===== src/rtl/tcm_dec_hd_frame_ctrl.sv =====
//-----------------------------------------------------------------------------
// tcm_dec_hd_frame_ctrl
//
// Frame sequencer for the 4D-8PSK TCM decoder hard-decision path. A start
// command streams one frame of 4D symbol metrics out of the metric buffer RAM
// (one read per enabled clock unless the source stalls). The RAM data port
// feeds the TMU hard-decision unit directly. The 8-bit decisions coming back
// are written in order into the HD output RAM, and completion is signalled
// with a one-clock odone pulse.
//
// Parameters
//   pADDR_W  frame address width; longest frame is 2^pADDR_W-1 symbols
//   pRD_LAT  metric RAM read latency in enabled clocks (1..4)
//   pHD_LAT  hard-decision unit latency, ival -> oval, in enabled clocks
//
// Ports
//   iclk, ireset   clock; asynchronous active-high reset
//   iclkena        global clock enable; low freezes every flop in the block
//   istart, ilen   frame start request and length (only sampled in IDLE)
//   ihold          source stall; blocks new metric reads while high
//   obusy, odone   frame in progress / one-clock completion pulse
//   ordena/ordaddr metric RAM read strobe and address
//   ohd_ival       valid to the HD unit (ordena delayed by pRD_LAT)
//   ihd_oval, ihd  HD unit output valid and decision word {s3,s2,s1,s0}
//   owrite/owaddr/owdat  HD output RAM write port
//-----------------------------------------------------------------------------
module tcm_dec_hd_frame_ctrl #(
  parameter int pADDR_W = 8,
  parameter int pRD_LAT = 1,
  parameter int pHD_LAT = 2
) (
  input  logic               iclk,
  input  logic               ireset,
  input  logic               iclkena,
  input  logic               istart,
  input  logic [pADDR_W-1:0] ilen,
  input  logic               ihold,
  output logic               obusy,
  output logic               odone,
  output logic               ordena,
  output logic [pADDR_W-1:0] ordaddr,
  output logic               ohd_ival,
  input  logic               ihd_oval,
  input  logic [7:0]         ihd,
  output logic               owrite,
  output logic [pADDR_W-1:0] owaddr,
  output logic [7:0]         owdat
);

  // Elaboration-time guard: the read delay line is sized by pRD_LAT and the
  // DRAIN exit assumes the last write trails the last read.
  if (pRD_LAT < 1 || pRD_LAT > 4 || pHD_LAT < 0 || pADDR_W < 1) begin : g_bad_param
    $error("tcm_dec_hd_frame_ctrl: illegal parameter combination");
  end

  typedef enum logic [1:0] {
    ST_IDLE,
    ST_RUN,
    ST_DRAIN,
    ST_DONE
  } state_t;

  localparam logic [pADDR_W-1:0] cCNT_ONE = pADDR_W'(1);

  state_t               state_q,  state_d;
  logic [pADDR_W-1:0]   len_q,    len_d;
  logic [pADDR_W-1:0]   rd_cnt_q, rd_cnt_d;
  logic [pADDR_W-1:0]   wr_cnt_q, wr_cnt_d;
  logic [pRD_LAT-1:0]   rd_vld_q, rd_vld_d;

  logic                 rd_en;
  logic                 wr_en;

  //---------------------------------------------------------------------------
  // Next-state / output logic
  //---------------------------------------------------------------------------
  always_comb begin
    // NOTE: every variable written here gets a default first, so no path
    // through the case leaves one unassigned and no latch is inferred.
    state_d  = state_q;
    len_d    = len_q;
    rd_cnt_d = rd_cnt_q;
    wr_cnt_d = wr_cnt_q;
    rd_en    = 1'b0;

    // Write path. Decisions arriving once the frame is complete (or after an
    // abort, while idle) are stale and must not reach the output RAM.
    wr_en = ihd_oval && (state_q != ST_IDLE) && (wr_cnt_q != len_q);
    if (wr_en) begin
      wr_cnt_d = wr_cnt_q + cCNT_ONE;
    end

    unique case (state_q)
      ST_IDLE: begin
        if (istart) begin
          len_d    = ilen;
          rd_cnt_d = '0;
          wr_cnt_d = '0;
          state_d  = (ilen == '0) ? ST_DONE : ST_RUN;
        end
      end

      ST_RUN: begin
        if (!ihold) begin
          rd_en    = 1'b1;
          rd_cnt_d = rd_cnt_q + cCNT_ONE;
          if (rd_cnt_q == (len_q - cCNT_ONE)) begin
            state_d = ST_DRAIN;
          end
        end
      end

      ST_DRAIN: begin
        // Use the post-write count so DONE follows the last write directly
        // instead of one clock later.
        if (wr_cnt_d == len_q) begin
          state_d = ST_DONE;
        end
      end

      ST_DONE: begin
        state_d = ST_IDLE;
      end

      default: begin
        state_d = ST_IDLE;
      end
    endcase

    // Read-valid delay line: bit 0 is the newest read, MSB lines up with the
    // RAM data reaching the HD unit.
    rd_vld_d = (rd_vld_q << 1) | pRD_LAT'(rd_en);
  end

  //---------------------------------------------------------------------------
  // State registers
  //---------------------------------------------------------------------------
  always_ff @(posedge iclk or posedge ireset) begin
    if (ireset) begin
      state_q  <= ST_IDLE;
      len_q    <= '0;
      rd_cnt_q <= '0;
      wr_cnt_q <= '0;
      // NOTE: the read-valid delay line is a handful of flops, not a memory,
      // so it is reset with the rest; an abort must not leave a valid in
      // flight toward the HD unit.
      rd_vld_q <= '0;
    end else if (iclkena) begin
      // NOTE: non-blocking assignments so every flop samples pre-edge values.
      state_q  <= state_d;
      len_q    <= len_d;
      rd_cnt_q <= rd_cnt_d;
      wr_cnt_q <= wr_cnt_d;
      rd_vld_q <= rd_vld_d;
    end
  end

  //---------------------------------------------------------------------------
  // Outputs
  //---------------------------------------------------------------------------
  assign obusy    = (state_q != ST_IDLE);
  assign odone    = (state_q == ST_DONE);
  assign ordena   = rd_en;
  assign ordaddr  = rd_cnt_q;
  assign ohd_ival = rd_vld_q[pRD_LAT-1];
  assign owrite   = wr_en;
  assign owaddr   = wr_cnt_q;
  // Data is masked when not writing so the port idles at zero.
  assign owdat    = wr_en ? ihd : 8'h00;

endmodule


===== config.mk =====
export PLATFORM = sky130hd
export DESIGN_NAME = tcm_dec_hd_frame_ctrl
export DESIGN_NICKNAME = d
export VERILOG_FILES = /design/src/rtl/tcm_dec_hd_frame_ctrl.sv
export SDC_FILE = /design/constraint.sdc
export NUM_CORES = 1
export LEC_CHECK = 0
export BUFFER_PORTS_ARGS = -buffer_cell sky130_fd_sc_hd__buf_2
export CORE_MARGIN = 2
export CORE_UTILIZATION = 55
export DETAILED_ROUTE_END_ITERATION = 8
export PLACE_DENSITY = 0.83
export SETUP_SLACK_MARGIN = 0.1
export SYNTH_ARGS = -nofsm -noshare
export SYNTH_HDL_FRONTEND = slang
export SYNTH_SLANG_ARGS = --single-unit

===== constraint.sdc =====
create_clock -name iclk -period 6.01 [get_ports iclk]
set_input_delay 1.5025 -clock iclk [delete_from_list [all_inputs] [get_ports iclk]]
set_output_delay 1.5025 -clock iclk [all_outputs]
set_load 0.005 [all_outputs]

==> impl_metrics.toml, run 1 <==
[status]
outcome = "finished, final reports clean"

[die]
die_y_um = 63.9
start_util = 0.582
dieArea_um2 = 4080
num_io_pins = 51
core_area_um2 = 3390
die_w_um = 63.9
rows = 21

[yosys]
ys_ff_latch = 27
synth.largest_area_cell = "dfrtp_1"
synth_area_um2 = 1970
ys_warn_count = 0
synth_edf_count = 0
ys_types = 45
synth_area_leaders = "dfrtp_1 (34%), xor2_1 (10%), xnor2_1 (5.3%)"
synth_most_common_cell = "dfrtp_1"
synth_top_flop_cell = "dfrtp_1"
syn_nets = 244
synthArstFlopShare = 1.00
syn_inst = 215
yosysTopAreaCellShare = 0.343
avgSynthCellArea_um2 = 9.17
netlist_top_cells_count = "dfrtp_1 (27), xor2_1 (23), nor2_1 (21)"
yosysSeqAreaShare = 0.343

[cells_and_area]
final_cell_area_um2 = 2300
antenna_cells = 0
fill_cells = 292
area_delta_synth_final_pct = 16.6
layout-drive-gt1-share = 0.259
nNetsFinal = 296
fin_util = 0.678

[timing]
max_freq_ghz = 0.263
clock_skew_ns = 0.00534
tightest_slew_ns = 1.02
setup_viol = 0
fin_ws_ns = 2.20
grt_setup_unrepaired = "false"
relSlewSlack = 0.318
min_period_over_period = 0.634
report.final.slew_viol_count = 0
hold_viol = 0
layout_min_cycle_time_ns = 3.81
fin_setup_tns_ns = 0

[clocking]
ctsResizeCount = 0
clock_latency_ns = 0.33
cts_tree = "built"
clock_path_buffers = 2
postCtsSetupRepairBufs = 0
cts.sinks = 27
postCtsHoldBufs = 0
htree_levels = 1
cts_made_buffers = 3
cts.reportedPaths.clkPinSlew_ns = 0.14
cts-root-buf = "clkbuf_4"

[critical_path]
worstPathArrival_ns = 2.31
critical_path_class = "in -> out"
start_kind = "input port"
end_kind = "output pin"
crit_required_ns = 4.51
worst-path-max-fanout = 18
r2r_cells = 8

[drt]
firstDrtPassIters = 4
detail-route-antenna-nets = 0
drc = 0
vias_per_cell = 5.56
wl_per_cell_um = 14.9
drt_iter0_markers = 92
vias = 1736
totalWireLength_um = 4650

[placement]
place_congestion = 0.865
portBuffers = 50
dpl_worst_slack_ns = 2.21
place_area_um2 = 2270
place_hpwl_um = 3620

[global_route]
grtUsageTotal = 0.251
grt_max_degree = 28
grt_pass1_vias = 1681
grt_overflow = 0
grt_antenna_before_repair = 0
grt_pass1_wl_um = 8160

[power_and_ir_drop]
irDropWorstVdd_mv = 0.282
p_per_area_nw_per_um2 = 411
p_leak_nw = 1.12

[hold_path]
hold_path_depth = 1
holdCritPathClass = "reg -> reg"

[run]
cap_violations = 0
power by group:
| group | internal [mW] | leakage (nW) | switching, mW |
|---|---|---|---|
| clock | 0.0250 | 0.0177 | 0.0559 |
| combinational | 0.242 | 0.758 | 0.267 |
| sequential | 0.239 | 0.349 | 0.115 |
per-stage QoR:
stage / instances / hold WS, ns / total power, mW
global route: 312 / 0.572 / 1.03
finish: 312 / 0.527 / 0.945
CTS: 312 / 0.532 / 0.943
detailed placement: 308 / 0.499 / 0.861
floorplan: 215 / 0.505 / 0.712
global placement: 308 / 0.493 / 0.848
flip-flops by register name, indices dropped and copies added, names as in the netlist:
signal,cells
len_q,8
ordaddr,8
owaddr,8
state_q,2
ohd_ival,1
cell usage in the layout, fill, tap and decap left out, types with 2 or more instances in the layout:
| cell type | instances |
|---|---|
| xnor2_1 | 12 |
| or2_2 | 2 |
| or4_1 | 3 |
| a21oi_1 | 2 |
| buf_4 | 2 |
| or3b_1 | 3 |
| nor3_1 | 5 |
| and4_1 | 2 |
| nor2_1 | 21 |
| buf_2 | 50 |
| nand2b_1 | 3 |
| or3_1 | 2 |
| nand3_1 | 10 |
| inv_1 | 10 |
| o31ai_1 | 2 |
| ha_1 | 7 |
| nor4_1 | 6 |
| nor2b_1 | 4 |
| clkbuf_4 | 3 |
| mux2_2 | 6 |
| nand2_1 | 10 |
| nand4_1 | 7 |
| o211a_1 | 4 |
| o21ai_0 | 8 |
| dfrtp_1 | 27 |
| and3_1 | 4 |
| and2_1 | 9 |
| xor2_1 | 23 |
per-layer routing:
layer  share of wire  track usage  vias up
li1                -            -      868
met1            0.47        0.362      817
met2            0.48        0.418       46
met3           0.041       0.0176        5
met4          0.0078       0.0489        0
met5               0            0        -
critical path, stage by stage:
cell and delay (ns):
buf_2 0.08, nand2b_1 0.10, a21oi_1 0.15, buf_4 0.21, and2_1 0.15, buf_2 0.11
logic make-up after synthesis:
logic type / count (synthesis) / synth area share
XOR/XNOR: 35 / 0.155
AO/OA/AOI/OAI: 27 / 0.116
AND/OR/NAND/NOR: 96 / 0.270
flip-flops: 27 / 0.343
multiplexers: 7 / 0.0393
adder cells (fa/ha/maj): 7 / 0.0444
buffers and inverters: 16 / 0.0324
path summary, 6_finish.rpt:
check	startpoint	endpoint	slack, ns
min in group asynchronous	ireset	ordaddr[4]	1.38
setup / recovery	ihd_oval	owdat[5]	2.20
hold reg to reg	ohd_ival	ohd_ival	0.53
hold / removal	ohd_ival	ohd_ival	0.53
setup reg to reg	len_q[0]	state_q[1]	3.34
max in group asynchronous	ireset	owaddr[3]	4.01
final cells by class:
type                       count  area (um2)  area share
inverter                      11        41.3      0.0180
clock inverter                 1        5.00     0.00218
multi-input combinational    172        1230       0.536
sequential                    27         676       0.294
clock buffer                   3        22.5     0.00979
timing repair buffer          52         265       0.115
tap                           46        57.6      0.0250
No activity file was read; power rests on OpenSTA's default activity.
==> inputs of run 2 (changes only) <==
--- a/config.mk
+++ b/config.mk
@@ -7,9 +7,9 @@
 export LEC_CHECK = 0
 export BUFFER_PORTS_ARGS = -buffer_cell sky130_fd_sc_hd__buf_2
 export CORE_MARGIN = 2
-export CORE_UTILIZATION = 55
+export CORE_UTILIZATION = 53
 export DETAILED_ROUTE_END_ITERATION = 8
-export PLACE_DENSITY = 0.83
+export PLACE_DENSITY = 0.8
 export SETUP_SLACK_MARGIN = 0.1
 export SYNTH_ARGS = -nofsm -noshare
 export SYNTH_HDL_FRONTEND = slang
==> constraint.sdc (replaced) <==
create_clock -name iclk -period 3.85 [get_ports iclk]
set_input_delay 0.9625 -clock iclk [delete_from_list [all_inputs] [get_ports iclk]]
set_output_delay 0.9625 -clock iclk [all_outputs]
set_load 0.005 [all_outputs]
==> impl_metrics.toml, run 2 (synthesized netlist as in run 1, its figures left out) <==
[drt]
drc = 0
vias_per_cell = 5.76
drt_iter0_markers = 55
vias = 1810
totalWireLength_um = 4720
firstDrtPassIters = 4
detail-route-antenna-nets = 0
wl_per_cell_um = 15.0

[die]
num_io_pins = 51
die_w_um = 65.0
core_area_um2 = 3610
rows = 22
die_y_um = 65.0
start_util = 0.547
dieArea_um2 = 4220

[clocking]
clock_latency_ns = 0.27
cts-root-buf = "clkbuf_8"
cts.reportedPaths.clkPinSlew_ns = 0.10
postCtsHoldBufs = 0
postCtsSetupRepairBufs = 0
cts.sinks = 27
clock_path_buffers = 2
ctsResizeCount = 0
htree_levels = 1
cts_tree = "built"
cts_made_buffers = 3

[timing]
fin_setup_tns_ns = 0
max_freq_ghz = 0.324
relSlewSlack = 0.322
worst_hold_slack_ns = 0.511
grt_setup_unrepaired = "false"
setup_viol = 0
layout_min_cycle_time_ns = 3.09
tightest_slew_ns = 1.02
clock_skew_ns = 0.00318
report.final.slew_viol_count = 0
min_period_over_period = 0.803
hold_viol = 0

[cells_and_area]
fin_util = 0.644
nNetsFinal = 296
antenna_cells = 0
final_cell_area_um2 = 2320
final_cell_mix = "buf_2 (50), dfrtp_1 (27), xor2_1 (23)"
mostFrequentLayoutCell = "buf_2"
area_delta_synth_final_pct = 17.8
layout-drive-gt1-share = 0.259

[hold_path]
hold_path_depth = 1
worstHoldStart = "ohd_ival"
hold_end = "ohd_ival"
holdCritPathClass = "reg -> reg"

[global_route]
grt_antenna_before_repair = 0
grt_max_degree = 28
grt_overflow = 0
grt_pass1_wl_um = 7850
grt_pass1_vias = 1720
grtUsageTotal = 0.242

[critical_path]
end_kind = "output pin"
ff2ff_setup_slack_ns = 1.18
r2r-end = "state_q[1]"
worst-path-max-fanout = 18
critical_path_class = "reg -> out"
crit_required_ns = 2.89
r2r_cells = 8
worstPathArrival_ns = 2.13
start_kind = "flop"
regToRegStartpoint = "len_q[0]"

[power_and_ir_drop]
power_mw = 1.52
irDropWorstVdd_mv = 0.311
combPwrFrac = 0.529
p_clk_frac = 0.110
switching_power_mw = 0.692
p_seq_frac = 0.361
p_leak_nw = 1.13
intPower_mw = 0.827
p_per_area_nw_per_um2 = 654
p_sw_frac = 0.456

[placement]
place_hpwl_um = 3690
place_area_um2 = 2270
portBuffers = 50
place_congestion = 0.857

[status]
outcome = "finished, final reports clean"

[run]
cap_violations = 0
==> run 2: worst max-delay path by stage <==
stage	from	to	cells past startpoint
4_1_cts	len_q[2]	owdat[1]	6
2_1_floorplan	ihd_oval	owdat[0]	4
3_5_place_dp	iclkena	state_q[1]	7
6_report	len_q[2]	owdat[3]	6
3_3_place_gp	iclkena	state_q[1]	7
5_1_grt	len_q[2]	owdat[4]	6
==> run 2: final cells by class <==
cell class,count,area (um2)
clock buffer,3,41.3
clock inverter,1,7.51
fill,305,1280
inverter,11,41.3
multi-input combinational,172,1230
sequential,27,676
tap,48,60.1
timing repair buffer,52,265
==> run 2: worst max-delay path: stages (launching register included) <==
cell and delay, ns:
dfrtp_1 0.47, xor2_1 0.22, nor4_1 0.54, a21oi_1 0.13, buf_4 0.21, and2_1 0.16
buf_2 0.12
==> run 2: power by group through the flow <==
stage                     clock network (mW)  registers [mW]  logic, mW
after floorplan                            0           0.488      0.623
after global placement                     0           0.549      0.777
after detailed placement                   0           0.550      0.794
after CTS                              0.173           0.545      0.801
after global routing                   0.186           0.568      0.891
final                                  0.167           0.548      0.805
==> run 2: metal layers <==
layer,GRT usage,vias to the layer above,routed length [um]
met5,0,-,0
met4,0.106,0,116
met3,0.0382,12,312
met2,0.412,78,2300
met1,0.300,856,2000
li1,-,864,-
==> run 2: metrics by stage <==
| stage | setup slack [ns] | instances |
|---|---|---|
| after global placement | 1.07 | 310 |
| after floorplan | 1.05 | 215 |
| after detailed placement | 0.999 | 310 |
| after global routing | 0.663 | 314 |
| after CTS | 0.782 | 314 |
| final | 0.759 | 314 |
==> inputs of run 3 (changes only) <==
==> constraint.sdc (replaced) <==
create_clock -name iclk -period 3.15 [get_ports iclk]
set_input_delay 0.7875 -clock iclk [delete_from_list [all_inputs] [get_ports iclk]]
set_output_delay 0.7875 -clock iclk [all_outputs]
set_load 0.005 [all_outputs]
==> impl_metrics.toml, run 3 (synthesized netlist as in run 1, its figures left out) <==
[critical_path]
end_kind = "output pin"
crit_required_ns = 2.36
critical_path_class = "reg -> out"
worstPathArrival_ns = 2.06
worst-path-max-fanout = 10
start_kind = "flop"

[drt]
totalWireLength_um = 5150
drc = 0
drt_iter0_markers = 118
vias = 1863
vias_per_cell = 5.90
wl_per_cell_um = 16.3
detail-route-antenna-nets = 0
firstDrtPassIters = 4

[die]
rows = 22
die_w_um = 65.0
num_io_pins = 51
core_area_um2 = 3610
dieArea_um2 = 4220
start_util = 0.547
die_y_um = 65.0

[placement]
dpl_worst_slack_ns = 0.519
place_hpwl_um = 3850
place_congestion = 0.830
portBuffers = 50

[clocking]
cts-root-buf = "clkbuf_8"
cts_tree = "built"
htree_levels = 1
cts.reportedPaths.clkPinSlew_ns = 0.10
cts.sinks = 27
clock_path_buffers = 2
cts_made_buffers = 3
ctsResizeCount = 0
postCtsSetupRepairBufs = 0
clock_latency_ns = 0.29
postCtsHoldBufs = 0

[power_and_ir_drop]
irDropWorstVdd_mv = 0.375
intPower_mw = 1.03
power_mw = 1.92
p_seq_frac = 0.344
p_clk_frac = 0.114
p_sw_frac = 0.466
p_per_area_nw_per_um2 = 818
p_leak_nw = 1.14
combPwrFrac = 0.543
switching_power_mw = 0.896

[cells_and_area]
antenna_cells = 0
nNetsFinal = 298
layout-drive-gt1-share = 0.272
area_delta_synth_final_pct = 19.2
final_cell_mix = "buf_2 (50), dfrtp_1 (27), xor2_1 (23)"
fill_cells = 324
mostFrequentLayoutCell = "buf_2"

[global_route]
grtUsageTotal = 0.264
grt_pass1_vias = 1829
grt_overflow = 0
grt_antenna_before_repair = 0
grt_pass1_wl_um = 8540
grt_max_degree = 28

[timing]
fin_ws_ns = 0.307
worst_hold_slack_ns = 0.519
clock_skew_ns = 0.00616
grt_setup_unrepaired = "false"
report.final.slew_viol_count = 0
hold_viol = 0
setup_viol = 0
fin_setup_tns_ns = 0
relSlewSlack = 0.520
layout_min_cycle_time_ns = 2.84
max_freq_ghz = 0.352
min_period_over_period = 0.903
tightest_slew_ns = 0.715

[status]
outcome = "finished, final reports clean"

[run]
cap_violations = 0

[hold_path]
holdCritPathClass = "reg -> reg"
[run 3: cell count changes in the layout (fill, tap and decap cells not counted), sizes merged]
| cell | delta |
|---|---|
| clkinvlp | -1 |
| inv | +1 |
| buf | +2 |
[run 3: worst max-delay path, cell delays in order, from the launching register on]
cell and delay [ns]:
dfrtp_1 0.51, xor2_1 0.23, nor4_1 0.50, a21oi_2 0.21
and2_1 0.20, buf_2 0.12
[run 3: area by class of cell]
type / count / area, um2 / share of cell area
clock inverters: 1 / 8.76 / 0.00373
well taps: 48 / 60.1 / 0.0256
repair buffers: 54 / 280 / 0.119
multi-input cells: 172 / 1240 / 0.529
flip-flops and latches: 27 / 676 / 0.288
inverters: 11 / 41.3 / 0.0176
clock buffers: 3 / 41.3 / 0.0176
[run 3: worst paths after layout]
check,from,end,slack (ns),cells after the start
worst max-delay path,len_q[5],owdat[6],0.31,5
worst min-delay path,ohd_ival,ohd_ival,0.52,1
worst max register to register,len_q[0],state_q[1],0.50,8
worst min register to register,ohd_ival,ohd_ival,0.52,1
max in group asynchronous,ireset,len_q[3],2.35,3
min in group asynchronous,ireset,ohd_ival,0.53,3
[run 3: stage by stage]
step,instance area [um2],util,instances
2_1_floorplan,1970,-,215
3_3_place_gp,2290,0.635,312
3_5_place_dp,2290,0.635,312
4_1_cts,2340,0.649,316
5_1_grt,2350,0.652,316
6_report,2350,0.652,316
[run 3: power groups by stage]
stage / Clock, mW / Sequential [mW] / Combinational (mW)
3_3_place_gp: 0 / 0.656 / 0.979
4_1_cts: 0.219 / 0.655 / 1.03
6_report: 0.218 / 0.661 / 1.04
2_1_floorplan: 0 / 0.596 / 0.761
3_5_place_dp: 0 / 0.661 / 1.01
5_1_grt: 0.233 / 0.678 / 1.15
[run 3: layer usage]
layer  GRT usage  wire length (um)  vias up
met4       0.112               106        0
met2       0.478              2700       75
met3      0.0451               296       15
met5           0                 0        -
met1       0.303              2050      901
li1            -                 -      872
